$ cat config.mk
export PLATFORM = sky130hd
export DESIGN_NAME = switch_debouncer
export DESIGN_NICKNAME = d
export VERILOG_FILES = /design/src/rtl/switch_debouncer_pkg.sv /design/src/rtl/sw_debounce_ch.sv /design/src/rtl/switch_debouncer.sv
export SDC_FILE = /design/constraint.sdc
export NUM_CORES = 1
export LEC_CHECK = 0
export CAP_MARGIN = 25
export CORE_UTILIZATION = 25
export DETAILED_ROUTE_END_ITERATION = 12
export PLACE_DENSITY_LB_ADDON = 0.15
export SKIP_LAST_GASP = 1
export SLEW_MARGIN = 20
export SYNTH_ARGS = -nofsm -noshare
export SYNTH_HDL_FRONTEND = slang
export SYNTH_SLANG_ARGS = --single-unit
$ cat constraint.sdc
create_clock -name MAX10_CLK1_50 -period 1.94 [get_ports MAX10_CLK1_50]
set_input_delay 0.485 -clock MAX10_CLK1_50 [delete_from_list [all_inputs] [get_ports MAX10_CLK1_50]]
set_output_delay 0.485 -clock MAX10_CLK1_50 [all_outputs]
set_load 0.005 [all_outputs]
$ cat src/rtl/switch_debouncer_pkg.sv
`default_nettype none
// ============================================================================
// Module      : switch_debouncer_pkg
// Description : Shared constants, types and helpers for the switch debouncer.
// Revision    : 1.0 - initial release
// ============================================================================
package switch_debouncer_pkg;

    localparam int unsigned SW_CLK_HZ = 50_000_000;
    localparam int          TOGGLE_W  = 8;

    typedef logic [TOGGLE_W-1:0] toggle_cnt_t;

    // The state is never stored: it is decoded from the stability counter.
    typedef enum logic {
        ST_STABLE  = 1'b0,
        ST_PENDING = 1'b1
    } ch_state_t;

    function automatic int unsigned ms_to_cycles(input int unsigned ms);
        return (SW_CLK_HZ / 1000) * ms;
    endfunction

endpackage : switch_debouncer_pkg
`default_nettype wire

$ cat src/rtl/sw_debounce_ch.sv
`default_nettype none
// ============================================================================
// Module      : sw_debounce_ch
// Description : One switch channel: 2-flop synchroniser, stability counter,
//               debounced level, rise/fall pulses and an optional transition
//               count (built when SWITCH_DEBOUNCER_TOGGLE_CNT_EN is defined).
// Revision    : 1.0 - initial release
// ============================================================================
module sw_debounce_ch
    import switch_debouncer_pkg::*;
#(
    parameter int   DEBOUNCE_CYCLES = 500_000,
    parameter logic RESET_VAL       = 1'b0
) (
    input  logic                clk,
    input  logic                rst,
    input  logic                raw,
    output logic                db,
    output logic                rise,
    output logic                fall,
    output logic [TOGGLE_W-1:0] toggle_cnt
);

    localparam int              CNT_W    = $clog2(DEBOUNCE_CYCLES + 1);
    localparam logic [CNT_W-1:0] CNT_LAST = CNT_W'(DEBOUNCE_CYCLES - 1);
    localparam logic [CNT_W-1:0] CNT_ONE  = CNT_W'(1);

    logic             s1;
    logic             s2;
    logic [CNT_W-1:0] cnt;
    ch_state_t        state;
    logic             differ;
    logic             accept;

    assign state  = (cnt == '0) ? ST_STABLE : ST_PENDING;
    assign differ = s2 ^ db;
    // With DEBOUNCE_CYCLES == 1 the last count is 0, so acceptance happens
    // straight from STABLE and the level simply trails s2 by one cycle.
    assign accept = differ && (cnt == CNT_LAST);

    always_ff @(posedge clk or posedge rst) begin
        if (rst) begin
            s1   <= RESET_VAL;
            s2   <= RESET_VAL;
            db   <= RESET_VAL;
            cnt  <= '0;
            rise <= 1'b0;
            fall <= 1'b0;
        end else begin
            s1   <= raw;
            s2   <= s1;
            rise <= 1'b0;
            fall <= 1'b0;
            if (accept) begin
                db   <= s2;
                cnt  <= '0;
                rise <= s2;
                fall <= ~s2;
            end else begin
                case (state)
                    ST_STABLE: begin
                        if (differ) begin
                            cnt <= CNT_ONE;
                        end
                    end
                    ST_PENDING: begin
                        if (differ) begin
                            cnt <= cnt + CNT_ONE;
                        end else begin
                            cnt <= '0;
                        end
                    end
                    default: begin
                        cnt <= '0;
                    end
                endcase
            end
        end
    end

`ifdef SWITCH_DEBOUNCER_TOGGLE_CNT_EN
    toggle_cnt_t tcnt;

    // Wraps naturally at 255 -> 0; only reset clears it.
    always_ff @(posedge clk or posedge rst) begin
        if (rst) begin
            tcnt <= '0;
        end else if (accept) begin
            tcnt <= tcnt + toggle_cnt_t'(1);
        end
    end

    assign toggle_cnt = tcnt;
`else
    assign toggle_cnt = '0;
`endif

endmodule : sw_debounce_ch
`default_nettype wire

$ cat src/rtl/switch_debouncer.sv
`default_nettype none
// ============================================================================
// Module      : switch_debouncer
// Description : N_SW independent switch debouncers for the board slide
//               switches. Optional per-channel transition counters are built
//               when SWITCH_DEBOUNCER_TOGGLE_CNT_EN is defined.
// Revision    : 1.0 - initial release
// ============================================================================
module switch_debouncer
    import switch_debouncer_pkg::*;
#(
    parameter int   N_SW            = 2,
    parameter int   DEBOUNCE_CYCLES = 500_000,
    parameter logic RESET_VAL       = 1'b0
) (
    input  logic                     MAX10_CLK1_50,
    input  logic                     reset,
    input  logic [N_SW-1:0]          sw_raw,
    output logic [N_SW-1:0]          sw_db,
    output logic [N_SW-1:0]          sw_rise,
    output logic [N_SW-1:0]          sw_fall,
    output logic [TOGGLE_W*N_SW-1:0] sw_toggle_cnt
);

    generate
        for (genvar i = 0; i < N_SW; i++) begin : g_ch
            sw_debounce_ch #(
                .DEBOUNCE_CYCLES (DEBOUNCE_CYCLES),
                .RESET_VAL       (RESET_VAL)
            ) u_ch (
                .clk        (MAX10_CLK1_50),
                .rst        (reset),
                .raw        (sw_raw[i]),
                .db         (sw_db[i]),
                .rise       (sw_rise[i]),
                .fall       (sw_fall[i]),
                .toggle_cnt (sw_toggle_cnt[TOGGLE_W*i +: TOGGLE_W])
            );
        end
    endgenerate

endmodule : switch_debouncer
`default_nettype wire

# == Word-level counts from Yosys, hierarchy flattened ==
# Cells that the tools add are included.
# word_totals
reg_bits,48
in_bits,4
# op_classes
n_addsub,2
eq_ne,4
mux,14
bitwise,4
reduce_logical,4
# op_table
op,n
19-bit 2-to-1 mux,6
19-bit one-hot mux with 2 select lines,2
19-bit by 1-bit adder with 19-bit output (second input constant),2
19-bit equality test (second input constant),2
19-bit zero test,2
1-bit 2-to-1 mux,6
3-bit by 1-bit inequality test with 1-bit output (second input constant),2
1-bit logical AND,2
1-bit NOT,2
1-bit XOR,2

# == Logic depth before layout (Yosys ltp) ==
# logic_depth
ltp_word,4
ltp_mapped,6
mapped_depth_nobuf,5

# == By module ==
# Synthesis repeated with hierarchy kept, for this count alone.
# unflattened
cells_unflattened,262
hier_area_um2,2592.5
# by_module_without_submodules
module,n_inst,cells_each,area_each_um2,seq_area_each_um2
sw_debounce_ch,2,131,1296.2,600.6

# == Worst setup path after synthesis ==
# OpenSTA, ideal clock, no wires.
# synth_timing
kind,flip-flop to flip-flop
from,register g_ch[0].u_ch.cnt[1]
to,register g_ch[0].u_ch.cnt[1]
setup_ns,0.124
t_arrival_ns,1.797
t_required_ns,1.816
path_slack_ns,0.019
stages_incl_launch_ff,7
n_path_buf,1
synth_period_minus_slack_ns,1.921
path_cell_list,dfrtp_1 -> ha_1 -> nand4_2 -> or4_4 -> a21oi_4 -> buf_6 -> o21bai_2
# synth_via
elab_chain_len,4
# synth_lines
item,line,rtl
"start, declared",sw_debounce_ch.sv:30,logic [CNT_W-1:0] cnt;
"start signal, assigned",sw_debounce_ch.sv:68,cnt <= cnt + CNT_ONE;
19-bit by 1-bit adder with 19-bit output / 19-bit zero test (equally long branches),"sw_debounce_ch.sv:68, sw_debounce_ch.sv:35",
19-bit 2-to-1 mux / 1-bit 2-to-1 mux (equally long branches),"sw_debounce_ch.sv:67, sw_debounce_ch.sv:35",
19-bit one-hot mux with 2 select lines,sw_debounce_ch.sv:60,case (state)
19-bit 2-to-1 mux,sw_debounce_ch.sv:54,if (accept) begin
# Parallel ways exist; a longest one is shown, timed or not.
# A chain may end at the register's enable or synchronous reset.

# == Worst setup path in the final report ==
# layout_timing
from,register g_ch[0].u_ch.cnt[0]
to,register g_ch[0].u_ch.db
# layout_via
elab_chain_len,2
# layout_lines
item,line,rtl
19-bit equality test,sw_debounce_ch.sv:39,assign accept = differ && (cnt == CNT_LAST);
1-bit logical AND,sw_debounce_ch.sv:39,
"end signal, assigned",sw_debounce_ch.sv:45,db <= RESET_VAL;
"end signal, assigned",sw_debounce_ch.sv:55,db <= s2;
"end, declared",sw_debounce_ch.sv:18,"output logic db,"
# No other way between the ends.

==> results.yml <==
drt:
  met3_length_um: 200
  drt_wl_total_um: 5670
  met2WireLength_um: 2420
  drt_iter0_markers: 102
  wl_met1_um: 2980
  ant_nets: 0
  drc: 0
  highest_layer: "met4"
  wire_per_inst_um: 13.0
  viasPerCell: 4.71
  firstDrtPassIters: 4
  vias: 2059
placement:
  placedCellCount: 428
  hpwlAfterDp_um: 4090
  place_congestion: 0.747
  numPortBuffers: 9
sta:
  hold_violations: 0
  max_freq_ghz: 0.540
  fin_skew_ns: 0.00546
  grt_setup_unrepaired: "no"
  setup-violations-final: 0
  holdWs_ns: 0.349
  tns_ns: 0
  post-route-period-util: 0.955
  finalMaxSlewViolations: 0
  fin_crit_ns: 1.85
floorplan:
  dieArea_um2: 11300
  core_um2: 10400
  io_pins: 26
  chipWidth_um: 106
  rows: 37
  initial_utilization: 0.261
  die_y_um: 106
flow_run:
  max_cap_violations: 0
yosys:
  synth-xor-area-share: 0.0869
  syn_area_per_cell_um2: 10.0
  synth_edf_count: 0
  synth_area_leader_cell: "dfrtp_1"
  synth-seq-cells: 48
  async_flop_share: 1.00
  synth-compound-area-share: 0.0796
  synthSimpleGateAreaFrac: 0.260
  synth_top_family_by_area: "simple AND/OR/NAND/NOR gates"
  synth_seq_area_share: 0.442
  yosysWarnings: 0
  ys.flop_type: "dfrtp_1"
  synth_cells: 271
  syn_area_um2: 2720
  muxShareOfSynthArea: 0.00966
  netlist_top_cells_area: "dfrtp_1, buf_4, nor3_1"
  synthAdderAreaFrac: 0.0184
  synth.distinct_cells: 45
  synth_top_cell_area_share: 0.442
power_and_ir_drop:
  combPwrFrac: 0.275
  vdd_ir_drop_max_v: 0.000264
  power-per-cell-area_nw_per_um2: 746
  switching_power_w: 0.000775
  p_seq_frac: 0.458
  power.internal_w: 0.00159
  switching_share: 0.328
  power_leakage_nw: 1.26
  clkPwrFrac: 0.268
setup_path:
  endpoint_kind: "register"
  arrival_ns: 2.04
  path_class: "reg -> reg"
  start_kind: "register"
  critPathMaxFanout: 4
  crit_required_ns: 2.13
layout:
  area_growth_syn_to_layout_pct: 16.5
  stdcell_count: 437
  mostFrequentLayoutCells: "dfrtp_1, nor3_1, buf_4, nand2_1, conb_1"
  diodes: 0
  final_common_cell: "dfrtp_1"
  layout-drive-gt1-share: 0.209
  nNetsFinal: 308
  fillerInstances: 1078
  multiInputGateArea_um2: 1310
  regArea_um2: 1200
cts:
  clk_latency_ns: 0.30
  root_buffer: "clkbuf_8"
  htreeDepth: 2
  cts_buffers: 5
  cts_tree: "yes"
  cts.clk_slew.worst_paths_ns: 0.09
  clock-sinks: 48
  clockBufferDepth: 2
hold_path:
  hold_path.class: "reg -> reg"
grt:
  antenna_found_initial: 0
  grt_overflow: 0
  grt_max_degree: 22
  grt_usage: 0.107
  grt_pass1_wl_um: 9630
  grt_pass1_vias: 1874
run_status:
  outcome: "finished, final reports clean"
sequential cells by signal, summed over array words and instances (netlist names):
signal          flops
g_ch.u_ch.s1        2
g_ch.u_ch.cnt      38
g_ch.u_ch.fall      2
g_ch.u_ch.db        2
g_ch.u_ch.s2        2
g_ch.u_ch.rise      2
power by group through the flow:
stage	registers, W	logic [W]	clock network [W]
finish	0.00108	0.000649	0.000633
global route	0.00109	0.000725	0.000694
CTS	0.00108	0.000651	0.000660
detailed placement	0.00110	0.000650	0
global placement	0.00110	0.000668	0
floorplan	0.00111	0.000412	0
logic make-up after synthesis:
kind of cell | Yosys count
AOI/OAI and AO/OA | 25
xor gates and xnor gates | 27
adders and majority gates | 4
buffers and inverters | 44
DFF | 48
muxes | 2
other | 1
and+or+nand+nor | 120
cell type report:
cell class	instances	area share
clock buffer	6	0.0261
tap	136	0.0537
sequential	48	0.379
inverter	8	0.00947
timing repair buffer	43	0.117
multi-input combinational	194	0.412
clock inverter	2	0.00316
critical path: stages (launching register included):
cell	delay, ns
dfrtp_1	0.36
ha_1	0.19
nand4_2	0.13
or3_1	0.39
or3_4	0.37
mux2_4	0.31
stage by stage:
step                worst slack (ns)   util  instance area [um^2]  total power [W]
floorplan                     0.0192      -                  2780          0.00152
global placement               0.139  0.295                  3070          0.00177
detailed placement             0.100  0.295                  3070          0.00175
CTS                           0.0774  0.304                  3160          0.00239
global route                0.000171  0.304                  3170          0.00251
finish                        0.0874  0.304                  3170          0.00236
metal layers:
layer | up-vias | track usage
met4 | 0 | 0.0357
met3 | 4 | 0.0147
met2 | 49 | 0.150
li1 | 1010 | -
met1 | 996 | 0.165
met5 | - | 0
cell usage after synthesis, drive strengths merged, types with 2 or more instances:
library cell,number
nor3,32
a211oi,9
nor3b,3
or3,6
ha,4
nor4,13
o31ai,5
a31o,2
dfrtp,48
xnor2,15
nand2b,2
nor2,3
o21ai,3
nand4,16
mux2,2
nand2,17
a21oi,2
xor2,12
nand3,13
buf,30
clkbuf,6
and4,4
inv,8
or4,7
final timing paths:
| path | startpoint | slack (ns) | to | cells past startpoint |
|---|---|---|---|---|
| max in group asynchronous | reset | 1.03 | g_ch[0].u_ch.cnt[8] | 3 |
| setup / recovery | g_ch[0].u_ch.cnt[0] | 0.09 | g_ch[0].u_ch.db | 5 |
| setup reg to reg | g_ch[0].u_ch.cnt[0] | 0.09 | g_ch[0].u_ch.db | 5 |
| hold / removal | g_ch[0].u_ch.s1 | 0.35 | g_ch[0].u_ch.s2 | 0 |
| hold reg to reg | g_ch[0].u_ch.s1 | 0.35 | g_ch[0].u_ch.s2 | 0 |
| min in group asynchronous | reset | 0.47 | g_ch[1].u_ch.s2 | 2 |
repair_timing:
item,4_1_cts,5_1_grt
hold buffers,0,0
setup buffers,0,1
resized for setup,0,0
endpoints found under the setup margin,0,3
(Power assumes the default switching activity.)
